$ cat src/rtl/btb_pkg.sv
// rtl/btb_pkg.sv - shared types, counter encodings and index/tag helpers for the branch target buffer
package btb_pkg;

    localparam logic [1:0] CTR_SNT = 2'b00;
    localparam logic [1:0] CTR_WNT = 2'b01;
    localparam logic [1:0] CTR_WT  = 2'b10;
    localparam logic [1:0] CTR_ST  = 2'b11;

    // Tag is kept right-justified in a full word so the struct is independent of ENTRIES.
    typedef struct packed {
        logic        valid;
        logic [31:0] tag;
        logic [31:0] target;
        logic [1:0]  ctr;
    } btb_entry_t;

    function automatic int btb_idx_w(input int entries);
        return $clog2(entries);
    endfunction

    function automatic int btb_tag_w(input int idx_w);
        return 30 - idx_w;
    endfunction

    function automatic logic [31:0] btb_tag(input logic [31:0] pc, input int idx_w);
        logic [31:0] mask;
        mask = (32'h1 << btb_tag_w(idx_w)) - 32'h1;
        return (pc >> (idx_w + 2)) & mask;
    endfunction

endpackage

$ cat src/rtl/btb_sat_counter2.sv
// rtl/btb_sat_counter2.sv - next-state logic for a 2-bit saturating direction counter
module btb_sat_counter2
    import btb_pkg::*;
(
    input  logic [1:0] ctr,
    input  logic       taken,
    input  logic       force_strong,
    output logic [1:0] ctr_next
);

    always_comb begin
        ctr_next = ctr;
        if (force_strong) begin
            ctr_next = CTR_ST;
        end else if (taken) begin
            if (ctr != CTR_ST) ctr_next = ctr + 2'd1;
        end else begin
            if (ctr != CTR_SNT) ctr_next = ctr - 2'd1;
        end
    end

endmodule

$ cat src/rtl/branch_target_buffer.sv
// rtl/branch_target_buffer.sv - direct-mapped BTB with 2-bit direction counters, trained from EX
module branch_target_buffer
    import btb_pkg::*;
#(
    parameter int ENTRIES = 16,
    parameter int CNT_W   = 32
) (
    input  logic             clk,
    input  logic             rst,
    input  logic [31:0]      pc_if,
    output logic             btb_hit_if,
    output logic             predicted_taken_if,
    output logic [31:0]      predicted_next_pc_if,
    input  logic             update_btb_ex,
    input  logic [31:0]      pc_ex,
    input  logic             ex_is_jump,
    input  logic             ex_branch_taken,
    input  logic [31:0]      jump_addr_ex,
    input  logic             modify_pc_ex,
    input  logic             flush_btb,
    output logic [CNT_W-1:0] update_count,
    output logic [CNT_W-1:0] mispredict_count
);

    localparam int IDX = btb_idx_w(ENTRIES);

    btb_entry_t table_q [ENTRIES];

    logic [IDX-1:0] lu_idx;
    btb_entry_t     lu_entry;

    always_comb begin
        lu_idx               = pc_if[IDX+1:2];
        lu_entry             = table_q[lu_idx];
        btb_hit_if           = lu_entry.valid && (lu_entry.tag == btb_tag(pc_if, IDX));
        predicted_taken_if   = btb_hit_if && lu_entry.ctr[1];
        predicted_next_pc_if = predicted_taken_if ? lu_entry.target : pc_if + 32'd4;
    end

    logic [IDX-1:0] up_idx;
    btb_entry_t     up_entry;
    btb_entry_t     up_new;
    logic           up_hit;
    logic           up_taken;
    logic           up_write;
    logic [1:0]     ctr_in;
    logic [1:0]     ctr_next;

    // A fresh allocation starts from weak-NT so one taken step lands on weak-T for branches.
    always_comb begin
        up_idx   = pc_ex[IDX+1:2];
        up_entry = table_q[up_idx];
        up_hit   = up_entry.valid && (up_entry.tag == btb_tag(pc_ex, IDX));
        up_taken = ex_is_jump || ex_branch_taken;
        up_write = up_hit || up_taken;
        ctr_in   = up_hit ? up_entry.ctr : CTR_WNT;
        up_new.valid  = 1'b1;
        up_new.tag    = btb_tag(pc_ex, IDX);
        up_new.target = up_taken ? jump_addr_ex : up_entry.target;
        up_new.ctr    = ctr_next;
    end

    btb_sat_counter2 u_ctr (
        .ctr          (ctr_in),
        .taken        (up_taken),
        .force_strong (ex_is_jump),
        .ctr_next     (ctr_next)
    );

    always_ff @(posedge clk or posedge rst) begin
        if (rst) begin
            for (int i = 0; i < ENTRIES; i++) begin
                table_q[i] <= '{valid: 1'b0, tag: 32'd0, target: 32'd0, ctr: CTR_WNT};
            end
            update_count     <= '0;
            mispredict_count <= '0;
        end else begin
            if (flush_btb) begin
                for (int i = 0; i < ENTRIES; i++) begin
                    table_q[i].valid <= 1'b0;
                end
            end else if (update_btb_ex && up_write) begin
                table_q[up_idx] <= up_new;
            end
            if (update_btb_ex) update_count <= update_count + 1'b1;
            if (update_btb_ex && modify_pc_ex) mispredict_count <= mispredict_count + 1'b1;
        end
    end

endmodule

$ cat config.mk
export PLATFORM = sky130hd
export DESIGN_NAME = branch_target_buffer
export DESIGN_NICKNAME = d
export VERILOG_FILES = /design/src/rtl/btb_pkg.sv /design/src/rtl/btb_sat_counter2.sv /design/src/rtl/branch_target_buffer.sv
export SDC_FILE = /design/constraint.sdc
export NUM_CORES = 2
export LEC_CHECK = 0
export CORE_MARGIN = 5
export CORE_UTILIZATION = 30
export CTS_CLUSTER_SIZE = 30
export DETAILED_ROUTE_END_ITERATION = 6
export PLACE_DENSITY = 0.49
export SLEW_MARGIN = 25
export SYNTH_ARGS = -nofsm -noshare
export SYNTH_HDL_FRONTEND = slang
export SYNTH_SLANG_ARGS = --single-unit
$ cat constraint.sdc
create_clock -name clk -period 57.3 [get_ports clk]
set_clock_uncertainty 0.15 [all_clocks]
set_input_delay 17.19 -clock clk [delete_from_list [all_inputs] [get_ports clk]]
set_output_delay 17.19 -clock clk [all_outputs]
set_load 0.005 [all_outputs]
After elaboration in Yosys (flattened, before gate mapping)
Cells that the tools add are included. W data, S select, Z words.

Bits of input ports: 103. Logic and storage cells: 124. Output and inout bits: 98. Register bits: 1136.

$add $sub $neg: 5. Eq/ne operators: 3. Reduce and logical (&&, ||, !) cells: 11. Bitwise logic cells: 3. Magnitude comparators: 3. Muxes and demuxes: 33.

Operator list (number): $bwmux W1072 (1); $mux W1072 (1); $bmux W67 S4 (2); $mux W67 (5); $demux W67 S4 (1); $add A32 B1 Y32 const B (2); $eq A32 B26 Y1 (2); $mux W32 (2); $add A32 B3 Y32 const B (1); $mux W1 (16); $ge A5 B5 Y1 const B (2); $mux W2 (5); $not A4 Y5 (2); $logic_and A1 B1 Y1 (6); $lt A5 B1 Y1 const B (1); $reduce_bool A2 Y1 (2); $add A2 B1 Y2 const B (1); $logic_or A1 B1 Y1 (2); $ne A2 B2 Y1 const B (1); $reduce_and A2 Y1 (1); $sub A2 B1 Y2 const B (1); $not A1 Y1 (1).

Logic depth before layout (Yosys ltp)
Depth in word-level cells: 14. Mapped depth: 16. Gate-level depth less buffers: 9.

Cells and area by module
Synthesis repeated with hierarchy kept, for this count alone.

Cell total of the unflattened synthesis: 3833. Area, all modules: 59697.3 um^2.

By module, submodules not included: branch_target_buffer (times used 1, area each 59661.0 um^2, cells an instance 3826, seq. area each 26045.0 um^2); btb_sat_counter2 (times used 1, area each 36.3 um^2, cells an instance 7, seq. area each 0.0 um^2).

Worst setup path before layout
Ideal clock, no wire load.

Path kind: input port to output port. Start point: input pc_if[2]. End point: output predicted_next_pc_if[22]. Path buffers: 6. Slack: 19.188 ns. Data required time: 39.960 ns. Arrival time: 20.772 ns. Stages on the path: 14. Cell sequence: buf_2 > buf_2 > buf_4 > buf_2 > buf_2 > mux4_2 > a211oi_1 > a21oi_1 > xor2_1 > nor4_1 > nand2_1 > nor4_4 > buf_4 > mux2_2.

Word-level cells in the longest chain between the ends: 8. Elaborated cells between the ends (all ways): 9. Classes of those cells: add/sub (1); eq/ne (1); mux (4); bitwise (1); reduce/logical (2).

Ends and longest elaborated chain: start, declared (RTL line branch_target_buffer.sv:10) `input logic [31:0] pc_if,`; $not A4 Y5 (implied by the code) (RTL line branch_target_buffer.sv:34) `lu_entry = table_q[lu_idx];`; $bmux W67 S4 (RTL line branch_target_buffer.sv:34); $mux W67 (implied by the code) (2 in series) (RTL line branch_target_buffer.sv:34); $eq A32 B26 Y1 (RTL line branch_target_buffer.sv:35) `btb_hit_if = lu_entry.valid && (lu_entry.tag == btb_tag(pc_if, IDX));`; $logic_and A1 B1 Y1 (RTL line branch_target_buffer.sv:35); $logic_and A1 B1 Y1 (RTL line branch_target_buffer.sv:36) `predicted_taken_if = btb_hit_if && lu_entry.ctr[1];`; $mux W32 (*) (RTL line branch_target_buffer.sv:37) `predicted_next_pc_if = predicted_taken_if ? lu_entry.target : pc_if + 32'd4;`; end, declared (RTL line branch_target_buffer.sv:13) `output logic [31:0] predicted_next_pc_if,`.

Mark *: on every way between the ends. The rest lies on a longest branch, timed or not. The select of a mux whose other input is x is not followed.

Worst setup path in the final report
Start point: input pc_if[2]. End point: output predicted_next_pc_if[26].

The elaborated chain is that of the path after synthesis.

==> impl_metrics.ini <==
[power]
power_density_nw_per_um2 = 34.2
peakVddDrop_uv = 26.1
p_leak_nw = 27.5

[timing]
timing.final.crit_share = 0.707
rsz0062_at_grt = no
slew_viol_final = 0
hold_violations = 0
worst_pin_slew_ns = 1.08
fmax_ghz = 0.0247
finalSetupViolations = 0
max_slew_margin = 0.280
fin_crit_ns = 40.53
tns_ns = 0
fin_ws_ns = 16.77

[detailed_routing]
dr.pass1.iters = 5
wl_per_cell_um = 29.1
drt_iter0_drc = 2152
viasPerCell = 5.45
num_vias = 34900
drt-total-wl_um = 186000
postRouteAntennaNets = 0
drc = 0

[logic_synthesis]
synth_top_family_by_area = multiplexers
yosysTopAreaCellShare = 0.451
ys_seq_elements = 1040
synth_common_cells = dfrtp_1 (1024), mux2_2 (974), mux4_2 (514), clkbuf_1 (136), mux2i_1 (125)
seq_area_frac_synth = 0.458
synth_edf_count = 0
synth_simple_gate_area_share = 0.0310
synthCells = 3732
synthFlopType = dfrtp_1
synthTopCellsByArea = dfrtp_1 (45%), mux4_2 (20%), mux2_2 (19%)
synth-compound-area-share = 0.0241
post_synth_num_cell_types = 75
yosysTopAreaCell = dfrtp_1
synthesis.nets = 3838
synthMuxAreaShare = 0.429
avgSynthCellArea_sq_um = 15.2
synth_xor_area_frac = 0.0225
synth_area_sq_um = 56900
yosysWarnings = 0
async_reset_ff_frac = 1.00
yosysMostFrequentCell = dfrtp_1
synth-adder-area-share = 0.000836

[place]
portBuffers = 198
dp_hpwl_um = 111000
dp_slack_ns = 16.69
place_area_sq_um = 60900
gp_congestion = 0.806

[cts]
cts_sinks = 1040
htreeDepth = 4
cts_tree = yes
cts_resized = 0
clock_latency_ns = 0.78
hold_buffers = 0
numCtsBuffers = 133
clk_pin_slew_ns = 0.05
cts_root_buf = clkbuf_16
clk_path_buf_depth = 3
post_cts.repair.setup_buffers = 0

[flow_run]
maxCapViolations = 0

[die]
die_area_sq_um = 198000
core_area_sq_um = 188000
die_y_um = 445
row_count = 159
die_w_um = 445
initial_core_util = 0.302
ios = 201

[global_routing]
antenna_found_initial = 15
grt_max_degree = 164
track_usage = 0.186
grt_pass1_wl_um = 271000
overflow = 0
grt_pass1_vias = 36400

[setup_path]
end_kind = output port
required_ns = 39.96
worstPathArrival_ns = 23.19
start_kind = primary input
path_max_fanout = 38
path_class = in2out
r2r-start = table_q[455]
startpoint = pc_if[2]

[run_status]
outcome = complete, no violations

[worst_hold_path]
hold_class = reg2reg
worstHoldStart = update_count[31]

[layout]
area_growth_pct = 15.0
nets = 3910
drive_above_1_share = 0.472
design_area_sq_um = 65400
## cell usage in the layout (no fill, tap or decap), types with 9 or more instances in the layout
master           synthesis  routed
mux4_2                 514     514
xor2_1                  53      53
a2bb2oi_1               15      15
a211oi_1                19      19
clkbuf_8                 0      27
nor3_1                  16      16
a21o_1                  18      18
nand3_1                 39      39
nor2b_1                 25      25
dfrtp_1               1024    1024
xnor2_1                 93      93
mux2_2                 974     974
mux2i_1                125     125
inv_1                   22      20
nand2_1                 83      83
clkbuf_16                0     138
buf_4                   21      89
o22ai_1                 11      11
nor2_1                  55      54
a221oi_1                14      14
clkinv_2                 0      13
mux2_1                  53      53
nor4_1                  14      14
o21ai_0                  9       9
a22o_1                   9       9
a22oi_1                 15      15
a21oi_1                 27      25
clkbuf_1               136      36
dfstp_2                 16      16
and3_1                  11      11
nand4_1                 22      22
clkdlybuf4s50_1          0     190
## flip-flops by register name (all words and copies together), names as in the netlist
register,flops
table_q,976
mispredict_count,32
update_count,32
## metrics by stage
stage	cells	power (mW)	hold WS, ns	util
final	6404	2.24	0.327	0.347
after global placement	6164	1.39	0.312	0.324
after floorplan	3732	1.25	0.311	-
after detailed placement	6164	1.39	0.316	0.324
after CTS	6401	2.27	0.327	0.347
after global routing	6401	2.34	0.355	0.347
## routing by layer
| layer | track usage | wire, um | part of all wire |
|---|---|---|---|
| met5 | 0 | 80 | 0.00043 |
| met3 | 0.0298 | 7810 | 0.042 |
| met2 | 0.305 | 89800 | 0.48 |
| met4 | 0.0479 | 4330 | 0.023 |
| met1 | 0.259 | 84300 | 0.45 |
## where the power goes
group	total [mW]	leakage (nW)	internal [mW]	switching, mW
clock network	0.859	2.18	0.511	0.348
logic	0.433	11.7	0.248	0.184
registers	0.948	13.6	0.859	0.0890
## kinds of logic (layout without fill, tap and decap cells)
group,after synthesis,count (layout)
adders and majority gates,4,4
DFF,1040,1040
and+or+nand+nor,321,321
xor gates and xnor gates,146,146
AOI/OAI and AO/OA,177,177
muxes,1666,1666
other,0,3
buffers and inverters,378,552
## critical path: stages
cell and delay, ns:
buf_8 0.35, buf_4 0.71, buf_4 0.78, mux4_2 0.61
mux4_2 0.56, xnor2_1 0.37, or3b_1 0.39, or4_1 0.55
nor4_4 0.16, buf_4 0.48, mux2_2 0.48, clkdlybuf4s50_1 0.48
## path summary, 6_finish.rpt
check                                           end  cells past startpoint  slack [ns]
max                        predicted_next_pc_if[26]                     12       16.77
min                                update_count[31]                      1        0.33
max reg2reg                            table_q[213]                     11       51.44
min reg2reg                        update_count[31]                      1        0.33
max in group asynchronous               table_q[76]                      5       37.25
min in group asynchronous              table_q[718]                      2       16.83
## area by class of cell
class	count	area, sq um
Antenna cell	3	7.51
Clock buffer	200	3950
Clock inverter	37	533
Fill cell	18200	123000
Inverter	24	100
Multi-Input combinational cell	2314	28900
Sequential cell	1040	26000
Tap cell	2495	3120
Timing Repair Buffer	291	2740
Power figures use the tool's default switching activity.
